[config.mk]
export PLATFORM = sky130hd
export DESIGN_NAME = mouse_tracker
export DESIGN_NICKNAME = d
export VERILOG_FILES = /design/src/rtl/mouse_tracker_pkg.sv /design/src/rtl/mouse_tracker_ps2_rx.sv /design/src/rtl/mouse_tracker.sv
export SDC_FILE = /design/constraint.sdc
export NUM_CORES = 1
export LEC_CHECK = 0
export CORE_MARGIN = 3
export CORE_UTILIZATION = 55
export CTS_CLUSTER_DIAMETER = 60
export DETAILED_ROUTE_END_ITERATION = 8
export PLACE_DENSITY = 0.81
export SLEW_MARGIN = 15
export SYNTH_ARGS = -nofsm -noshare
export SYNTH_HDL_FRONTEND = slang
export SYNTH_HIERARCHICAL = 1
export SYNTH_SLANG_ARGS = --single-unit
[constraint.sdc]
create_clock -name clk -period 2.9 [get_ports clk]
set_input_delay 0.435 -clock clk [delete_from_list [all_inputs] [get_ports clk]]
set_output_delay 0.435 -clock clk [all_outputs]
set_load 0.005 [all_outputs]
[src/rtl/mouse_tracker_pkg.sv]
// mouse_tracker_pkg: screen geometry, PS/2 status-byte bit positions, packet FSM states and clamp helper.
package mouse_tracker_pkg;
    localparam int SCREEN_W = 640;
    localparam int SCREEN_H = 480;
    localparam int STAT_L = 0;
    localparam int STAT_R = 1;
    localparam int STAT_SYNC = 3;
    localparam int STAT_XS = 4;
    localparam int STAT_YS = 5;
    localparam int STAT_XO = 6;
    localparam int STAT_YO = 7;
    localparam logic [1:0] WAIT_B0 = 2'd0;
    localparam logic [1:0] WAIT_B1 = 2'd1;
    localparam logic [1:0] WAIT_B2 = 2'd2;
    typedef struct packed {
        logic yo;
        logic xo;
        logic ys;
        logic xs;
        logic r;
        logic l;
    } status_t;
    function automatic logic [9:0] clamp(input logic signed [11:0] v, input int hi);
        return v < 0 ? 10'd0 : v > hi ? 10'(hi) : v[9:0];
    endfunction
endpackage

[src/rtl/mouse_tracker_ps2_rx.sv]
// ps2_rx: synchronizes and glitch-filters the PS/2 lines and receives 11-bit frames.
// A frame that stalls mid-way for TIMEOUT_CYCLES is dropped and reported on frame_err.
module ps2_rx #(
    parameter int FILTER_LEN = 8,
    parameter int TIMEOUT_CYCLES = 100000
) (
    input  logic       clk,
    input  logic       reset,
    input  logic       ps2_clk,
    input  logic       ps2_data,
    output logic [7:0] rx_byte,
    output logic       byte_valid,
    output logic       frame_err,
    output logic       rx_busy
);
    localparam int FW = $clog2(FILTER_LEN + 1);
    localparam int TW = $clog2(TIMEOUT_CYCLES + 1);
    logic [1:0] s1, s2, f;
    logic [FW-1:0] fcnt [2];
    logic f_clk_d;
    logic [3:0] bcnt;
    logic [9:0] sh;
    logic [TW-1:0] tcnt;
    logic fall, good;
    logic [10:0] frame;
    assign fall = f_clk_d & ~f[0];
    assign frame = {f[1], sh};
    assign good = ~frame[0] & (^frame[9:1]) & frame[10];
    assign rx_busy = bcnt != 4'd0;
    always_ff @(posedge clk) begin
        if (reset) begin
            s1 <= '1;
            s2 <= '1;
            f <= '1;
            fcnt <= '{default: '0};
            f_clk_d <= 1'b1;
            bcnt <= '0;
            sh <= '0;
            tcnt <= '0;
            rx_byte <= '0;
            byte_valid <= 1'b0;
            frame_err <= 1'b0;
        end else begin
            s1 <= {ps2_data, ps2_clk};
            s2 <= s1;
            for (int i = 0; i < 2; i++) begin
                fcnt[i] <= (s2[i] != f[i] && fcnt[i] != FW'(FILTER_LEN - 1)) ? fcnt[i] + 1'b1 : '0;
                if (s2[i] != f[i] && fcnt[i] == FW'(FILTER_LEN - 1)) f[i] <= s2[i];
            end
            f_clk_d <= f[0];
            byte_valid <= 1'b0;
            frame_err <= 1'b0;
            if (fall) begin
                tcnt <= '0;
                sh <= frame[10:1];
                bcnt <= bcnt == 4'd10 ? 4'd0 : bcnt + 4'd1;
                if (bcnt == 4'd10) begin
                    rx_byte <= frame[8:1];
                    byte_valid <= good;
                    frame_err <= ~good;
                end
            end else if (rx_busy) begin
                tcnt <= tcnt == TW'(TIMEOUT_CYCLES - 1) ? '0 : tcnt + 1'b1;
                if (tcnt == TW'(TIMEOUT_CYCLES - 1)) begin
                    bcnt <= '0;
                    frame_err <= 1'b1;
                end
            end else begin
                tcnt <= '0;
            end
        end
    end
endmodule

[src/rtl/mouse_tracker.sv]
// mouse_tracker: assembles 3-byte PS/2 mouse packets into a screen-clamped absolute cursor and buttons.
module mouse_tracker
    import mouse_tracker_pkg::*;
#(
    parameter int X_INIT = 320,
    parameter int Y_INIT = 240,
    parameter int FILTER_LEN = 8,
    parameter int TIMEOUT_CYCLES = 100000
) (
    input  logic       clk,
    input  logic       reset,
    input  logic       ps2_clk,
    input  logic       ps2_data,
    output logic [9:0] mouse_x,
    output logic [9:0] mouse_y,
    output logic       btn_left,
    output logic       btn_right,
    output logic       pkt_valid,
    output logic       rx_err
);
    localparam int TW = $clog2(TIMEOUT_CYCLES + 1);
    logic [7:0] rx_byte, x_byte;
    logic byte_valid, frame_err, rx_busy;
    logic [1:0] state;
    status_t stat;
    logic [TW-1:0] tcnt;
    logic pkt_idle, timeout, err;
    logic signed [11:0] dx, dy, nx, ny;
    ps2_rx #(
        .FILTER_LEN(FILTER_LEN),
        .TIMEOUT_CYCLES(TIMEOUT_CYCLES)
    ) u_rx (
        .clk(clk),
        .reset(reset),
        .ps2_clk(ps2_clk),
        .ps2_data(ps2_data),
        .rx_byte(rx_byte),
        .byte_valid(byte_valid),
        .frame_err(frame_err),
        .rx_busy(rx_busy)
    );
    // Between bytes of a packet the receiver is idle, so the packet timeout runs here.
    assign pkt_idle = state != WAIT_B0 && !rx_busy && !byte_valid;
    assign timeout = pkt_idle && tcnt == TW'(TIMEOUT_CYCLES - 1);
    assign err = frame_err | timeout;
    assign dx = stat.xo ? 12'sd0 : $signed({{4{stat.xs}}, x_byte});
    assign dy = stat.yo ? 12'sd0 : $signed({{4{stat.ys}}, rx_byte});
    assign nx = $signed({2'b00, mouse_x}) + dx;
    assign ny = $signed({2'b00, mouse_y}) - dy;
    always_ff @(posedge clk) begin
        if (reset) begin
            state <= WAIT_B0;
            stat <= '0;
            x_byte <= '0;
            tcnt <= '0;
            mouse_x <= 10'(X_INIT);
            mouse_y <= 10'(Y_INIT);
            btn_left <= 1'b0;
            btn_right <= 1'b0;
            pkt_valid <= 1'b0;
            rx_err <= 1'b0;
        end else begin
            tcnt <= pkt_idle && !timeout ? tcnt + 1'b1 : '0;
            rx_err <= err;
            pkt_valid <= 1'b0;
            if (err) begin
                state <= WAIT_B0;
            end else if (byte_valid) begin
                case (state)
                    WAIT_B0: if (rx_byte[STAT_SYNC]) begin
                        stat <= '{yo: rx_byte[STAT_YO], xo: rx_byte[STAT_XO], ys: rx_byte[STAT_YS],
                                  xs: rx_byte[STAT_XS], r: rx_byte[STAT_R], l: rx_byte[STAT_L]};
                        state <= WAIT_B1;
                    end
                    WAIT_B1: begin
                        x_byte <= rx_byte;
                        state <= WAIT_B2;
                    end
                    WAIT_B2: begin
                        mouse_x <= clamp(nx, SCREEN_W - 1);
                        mouse_y <= clamp(ny, SCREEN_H - 1);
                        btn_left <= stat.l;
                        btn_right <= stat.r;
                        pkt_valid <= 1'b1;
                        state <= WAIT_B0;
                    end
                    default: state <= WAIT_B0;
                endcase
            end
        end
    end
endmodule
Word level (Yosys, flattened, before mapping)
Index checks and enable logic that the tools add are counted.

storage, ports and cells
  word-level logic and storage cells = 113
  output and inout port bits = 24
  register bits after elaboration = 113

cells by class
  mux-type cells = 17
  add/sub/neg operators = 7
  eq/ne operators = 12
  reduce and logical (&&, ||, !) cells = 30
  order comparisons = 4
  bitwise operators = 15

operators by type and width
  operator                                                                number
  10-bit 2-to-1 mux                                                       4
  17-bit by 1-bit adder with 17-bit output, second input constant         2
  17-bit equality test, second input constant                             2
  12-bit by 1-bit < comparator with 1-bit output, second input constant   2
  12-bit 2-to-1 mux                                                       2
  4-bit 2-to-1 mux                                                        4
  11-bit by 12-bit adder with 12-bit output                               1
  4-bit by 1-bit adder with 4-bit output, second input constant           3
  12-bit by 10-bit > comparator with 1-bit output, second input constant  1
  12-bit by 11-bit > comparator with 1-bit output, second input constant  1
  11-bit by 12-bit subtractor with 12-bit output                          1
  1-bit inverter                                                          11
  9-bit parity                                                            1
  4-bit by 3-bit equality test with 1-bit output, second input constant   2
  1-bit logical AND                                                       8
  4-bit by 3-bit != test with 1-bit output, second input constant         2
  2-bit OR reduction                                                      4
  2-bit AND reduction                                                     3
  3-bit AND reduction                                                     2
  2-bit nonzero test                                                      3
  3-bit OR reduction                                                      2
  1-bit 2-to-1 mux                                                        5
  4-bit equality test, second input constant                              1
  2-bit case mux with 2 select lines                                      1
  12 further kinds                                                        17

Longest topological paths before layout
  depth in word-level cells = 9
  gate-level depth with buffers = 12
  gate-level depth less buffers = 11

By module
The synthesis kept the hierarchy.

modules (own cells, without submodules)
  module         times used  cells each  area each (um^2)
  mouse_tracker  1           419         3522.1
  ps2_rx         1           262         2371.0

Least setup slack after synthesis
No wires, ideal clock.

  path type = register to register
  start = register stat[5] (netlist bit)
  end = register mouse_y[5]
  buffers on the path = 1
  cell stages (with the launch flop) = 13
  data arrival time = 2715 ps
  clock period less this slack = 2831 ps
  path slack = 69 ps
  cell sequence = dfxtp_1 -> clkbuf_1 -> nor2b_1 -> ha_1 -> inv_1 -> fa_1 -> a21o_1 -> a2bb2oi_1 -> mux2_2 -> a211oi_1 -> nand4_1 -> and4_1 -> a31o_2

between the ends
  cells in the longest elaborated chain, start to end = 5
  elaborated cells on any way between the ends = 6

RTL lines
  item                                              line                     text
  start, declared                                   mouse_tracker.sv:25      status_t stat;
  start signal, assigned                            mouse_tracker.sv:71      stat <= '{yo: rx_byte[STAT_YO], xo: rx_byte[STAT_XO], ys: rx_byte[STAT_YS],
  12-bit 2-to-1 mux *                               mouse_tracker.sv:47      assign dy = stat.yo ? 12'sd0 : $signed({{4{stat.ys}}, rx_byte});
  11-bit by 12-bit subtractor with 12-bit output *  mouse_tracker.sv:49      assign ny = $signed({2'b00, mouse_y}) - dy;
  12-bit by 10-bit > comparator with 1-bit output   mouse_tracker_pkg.sv:24  return v < 0 ? 10'd0 : v > hi ? 10'(hi) : v[9:0];
  10-bit 2-to-1 mux                                 mouse_tracker_pkg.sv:24
  10-bit 2-to-1 mux *                               mouse_tracker_pkg.sv:24
  end signal, assigned                              mouse_tracker.sv:57      mouse_y <= 10'(Y_INIT);
  end signal, assigned                              mouse_tracker.sv:81      mouse_y <= clamp(ny, SCREEN_H - 1);
  end, declared                                     mouse_tracker.sv:15      output logic [9:0] mouse_y,

Every way passes the cells marked *; elsewhere a longest branch is shown, timed or not.
A chain may end at the register's enable or synchronous reset.

Worst setup path in the final report
  start = register u_rx.rx_byte[0]
  end = register mouse_y[5]

between the ends
  cells in the longest elaborated chain, start to end = 5
  elaborated cells on any way between the ends = 6

RTL lines
  item                                              line                        text
  start, declared                                   mouse_tracker_ps2_rx.sv:11  output logic [7:0] rx_byte,
  start signal, assigned                            mouse_tracker_ps2_rx.sv:58  rx_byte <= frame[8:1];
  12-bit 2-to-1 mux *                               mouse_tracker.sv:47
  11-bit by 12-bit subtractor with 12-bit output *  mouse_tracker.sv:49
  12-bit by 10-bit > comparator with 1-bit output   mouse_tracker_pkg.sv:24
  10-bit 2-to-1 mux                                 mouse_tracker_pkg.sv:24
  10-bit 2-to-1 mux *                               mouse_tracker_pkg.sv:24

Marks and branches as above.

==> metrics <==
outcome=finished, violations left; failing checks=setup timing; area occupied by multi-input gates=0.00343 mm^2; via count=5045; highest routed layer=met4; chip width=110 um; GRT overflow=0; initial core utilization=56.8%; Core ar.=0.0104 mm^2; Area after DPL=0.00629 mm^2; number of diodes=0; gp weighted congestion=0.909; CP max stage cell=fa_1; Final Instance Area=0.00699 mm^2; Rows=37; area grow syn2layout=18.7%; worst slack, placed=-0.0830 ns; Crit Path Class=reg2reg; share of cells above drive strength 1=12.4%; area of the mapped netlist=0.00589 mm^2; CP max FO=4; Final Non-Filler Cells=867; Max Cap Viol=0; Fmax achieved=0.344 GHz; Root Buffer=clkbuf_8; # IOs=28; synth unique cells=74; wire length on met1=5.55 mm; drt drc=0; Clk pin slew, worst setup/hold paths=0.06 ns; setup TNS=-0.00752 ns; clock buffer depth=2; Post-synth EDFFs=0; Setup-failing EPs final=1; CP max stage delay=0.40 ns; cells after synthesis=681; Setup crit end kind=register; Port-buffer cells=27; drt pass-1 iters=5; Layout fillers=767; Slew @ Worst Pin=0.909 ns; final WL=13.0 mm; WL met2=6.49 mm; number of global-route vias before repair=4917; Avg Cell Area, Syn=8.65 um^2; crit path DAT=3.32 ns; cell chain of the critical path=nor2b_1 -> ha_1 -> inv_1 -> fa_1 -> a21o_1 -> a2bb2oi_2 -> mux2_2 -> a211oi_2 -> nand4_1 -> and4_4 -> a31o_2; H-tree levels=4; startpoint types=register; CTS sink count=113; Static Leak=2.57 nW; largest net degree at the start of global routing=40; final worst-path cycle share=100%; Final Max Tran Viols=0; Slew headroom=39.4%; final setup margin=-0.00752 ns; met3 wire length=554 um; clk_skew=0.00618 ns; Placed Cells incl. Taps=828; worst vdd ir=465 uV; antenna violation net count after detailed routing=0; initial antenna violation count=0; post-detailed-route via-to-cell ratio=5.82; TritonCTS Buffers=17; syn_nets=717; CTS Hold Buffers Added=0; Die ar.=0.0120 mm^2; Tightest Hold Check Type=in2reg; Critical Path RT=3.31 ns; GRT Overall Usage=22.4%; CTS tree=yes; 1st-iter DRT viols=407; final hold vios=0; minimum clock period=2.91 ns; Clock Latency Late Sink=0.52 ns; WL per Instance=15.0 um; Synth Flop Type=dfxtp_1; #FFs+latches synth=113; Seq/Total Area, Yosys=38.4%; pwr/cell area=523 mW/mm^2; fraction of registers with async set/reset=0%; Syn. warnings=6; register area=0.00226 mm^2; hold slack=0.316 ns; first-pass GRT wire length=21.5 mm; Layout Nets=754; post-detail-place hpwl=8.70 mm; Die Span Y=110 um
[what timing repair did]
| action | CTS | global route |
|---|---|---|
| setup endpoints to repair | 9 | 13 |
| cloned | 0 | 0 |
| resized for setup | 6 | 10 |
| pin swaps | 1 | 5 |
| setup buffers | 2 | 5 |
| hold endpoints to repair | 0 | 0 |
[registers in the layout, indices dropped and copies added (netlist names), 4 cells and up]
name / flops
u_rx/bcnt: 4
mouse_x: 10
stat: 6
x_byte: 8
u_rx/fcnt: 8
u_rx/sh: 10
tcnt: 17
u_rx/tcnt: 17
mouse_y: 10
u_rx/rx_byte: 8
[cell usage in the layout (no fill, tap or decap), types with 19 or more instances in the layout]
cell type	synthesis	final
nand3_1	22	22
nor2_1	78	78
dfxtp_1	113	112
ha_1	30	28
nand2_1	63	63
a21oi_1	53	53
buf_4	1	19
xnor2_1	26	26
inv_1	29	29
clkdlybuf4s50_1	0	26
xor2_1	27	27
o21ai_0	22	21
[cell type report]
type | instances | area share, %
clock inverter | 13 | 2.27
clock buffer | 19 | 6.31
sequential | 113 | 32.4
multi-input combinational | 510 | 49.1
inverter | 29 | 1.56
tap | 136 | 2.43
timing repair buffer | 47 | 5.99
[final timing paths]
path	from	endpoint	slack [ns]	cells past startpoint
worst max-delay path	u_rx/rx_byte[0]$_SDFFE_PP0N_	mouse_y[5]$_SDFFE_PP1P_	-0.008	11
worst min register to register	u_rx/s1[1]$_SDFF_PP1_	u_rx/s2[1]$_SDFF_PP1_	0.40	1
worst max register to register	u_rx/rx_byte[0]$_SDFFE_PP0N_	mouse_y[5]$_SDFFE_PP1P_	-0.008	11
worst min-delay path	reset	u_rx/tcnt[4]$_SDFF_PP0_	0.32	3
[per-layer routing]
layer  GRT usage, %  vias to the layer above
li1               -                     2461
met1           26.2                     2414
met2           38.5                      131
met3           5.75                       39
met4           10.2                        0
met5              0                        -
[power by group]
part | switching, W | total [W] | internal, W
combinational | 0.0000209 | 0.0000292 | 0.00000828
clock | 0.000717 | 0.00207 | 0.00135
sequential | 0.00000158 | 0.00156 | 0.00156
total | 0.000739 | 0.00366 | 0.00292
[Yosys cell counts, drive strengths merged (2+ instances only)]
cell type / count / share of area, %
a211o: 2 / 0.30
a211oi: 8 / 1.0
a21boi: 2 / 0.25
a21o: 5 / 0.66
a21oi: 55 / 4.9
a221oi: 2 / 0.30
a22oi: 2 / 0.34
a2bb2oi: 2 / 0.30
a311oi: 3 / 0.74
a31o: 4 / 0.59
a31oi: 5 / 0.64
and2: 4 / 0.42
and3: 10 / 1.1
and4: 6 / 0.89
buf: 10 / 1.2
clkbuf: 19 / 1.2
dfxtp: 113 / 38
fa: 2 / 0.68
ha: 30 / 6.4
inv: 29 / 1.8
mux2: 2 / 0.38
mux2i: 16 / 2.7
nand2: 63 / 4.0
nand2b: 14 / 1.5
nand3: 24 / 2.3
nand4: 11 / 1.2
nor2: 78 / 5.0
nor2b: 15 / 1.6
nor3: 11 / 0.93
nor3b: 2 / 0.25
nor4: 3 / 0.32
nor4b: 3 / 0.45
nor4bb: 2 / 0.34
o2111ai: 3 / 0.55
o211ai: 2 / 0.34
o21a: 2 / 0.25
o21ai: 24 / 2.1
o31ai: 10 / 1.4
or2: 6 / 0.64
or3: 9 / 0.96
or3b: 2 / 0.30
xnor2: 26 / 3.9
xnor3: 2 / 0.76
xor2: 27 / 4.0
[stage by stage]
step	total power [W]	utilization (%)
2_1_floorplan	0.00161	-
3_3_place_gp	0.00162	60.7
3_5_place_dp	0.00162	60.7
4_1_cts	0.00368	66.9
5_1_grt	0.00376	67.4
6_report	0.00366	67.4
[cells by family after synthesis]
group / Yosys count / share of synthesized area (%)
adder cells (fa/ha/maj): 32 / 7.05
multiplexers: 18 / 3.10
AO/OA/AOI/OAI: 136 / 15.4
flip-flops: 113 / 38.4
XOR/XNOR: 55 / 8.64
buffers and inverters: 58 / 4.25
AND/OR/NAND/NOR: 269 / 23.1
[worst max-delay path: cells and delay by family (launching register included)]
family / cells / cell delay [ns]
simple gates: 3 / 0.59
compound gates: 4 / 0.90
flops: 1 / 0.32
buf+inv: 1 / 0.06
mux: 1 / 0.36
fa+ha+maj: 2 / 0.58
(Power assumes the default switching activity.)
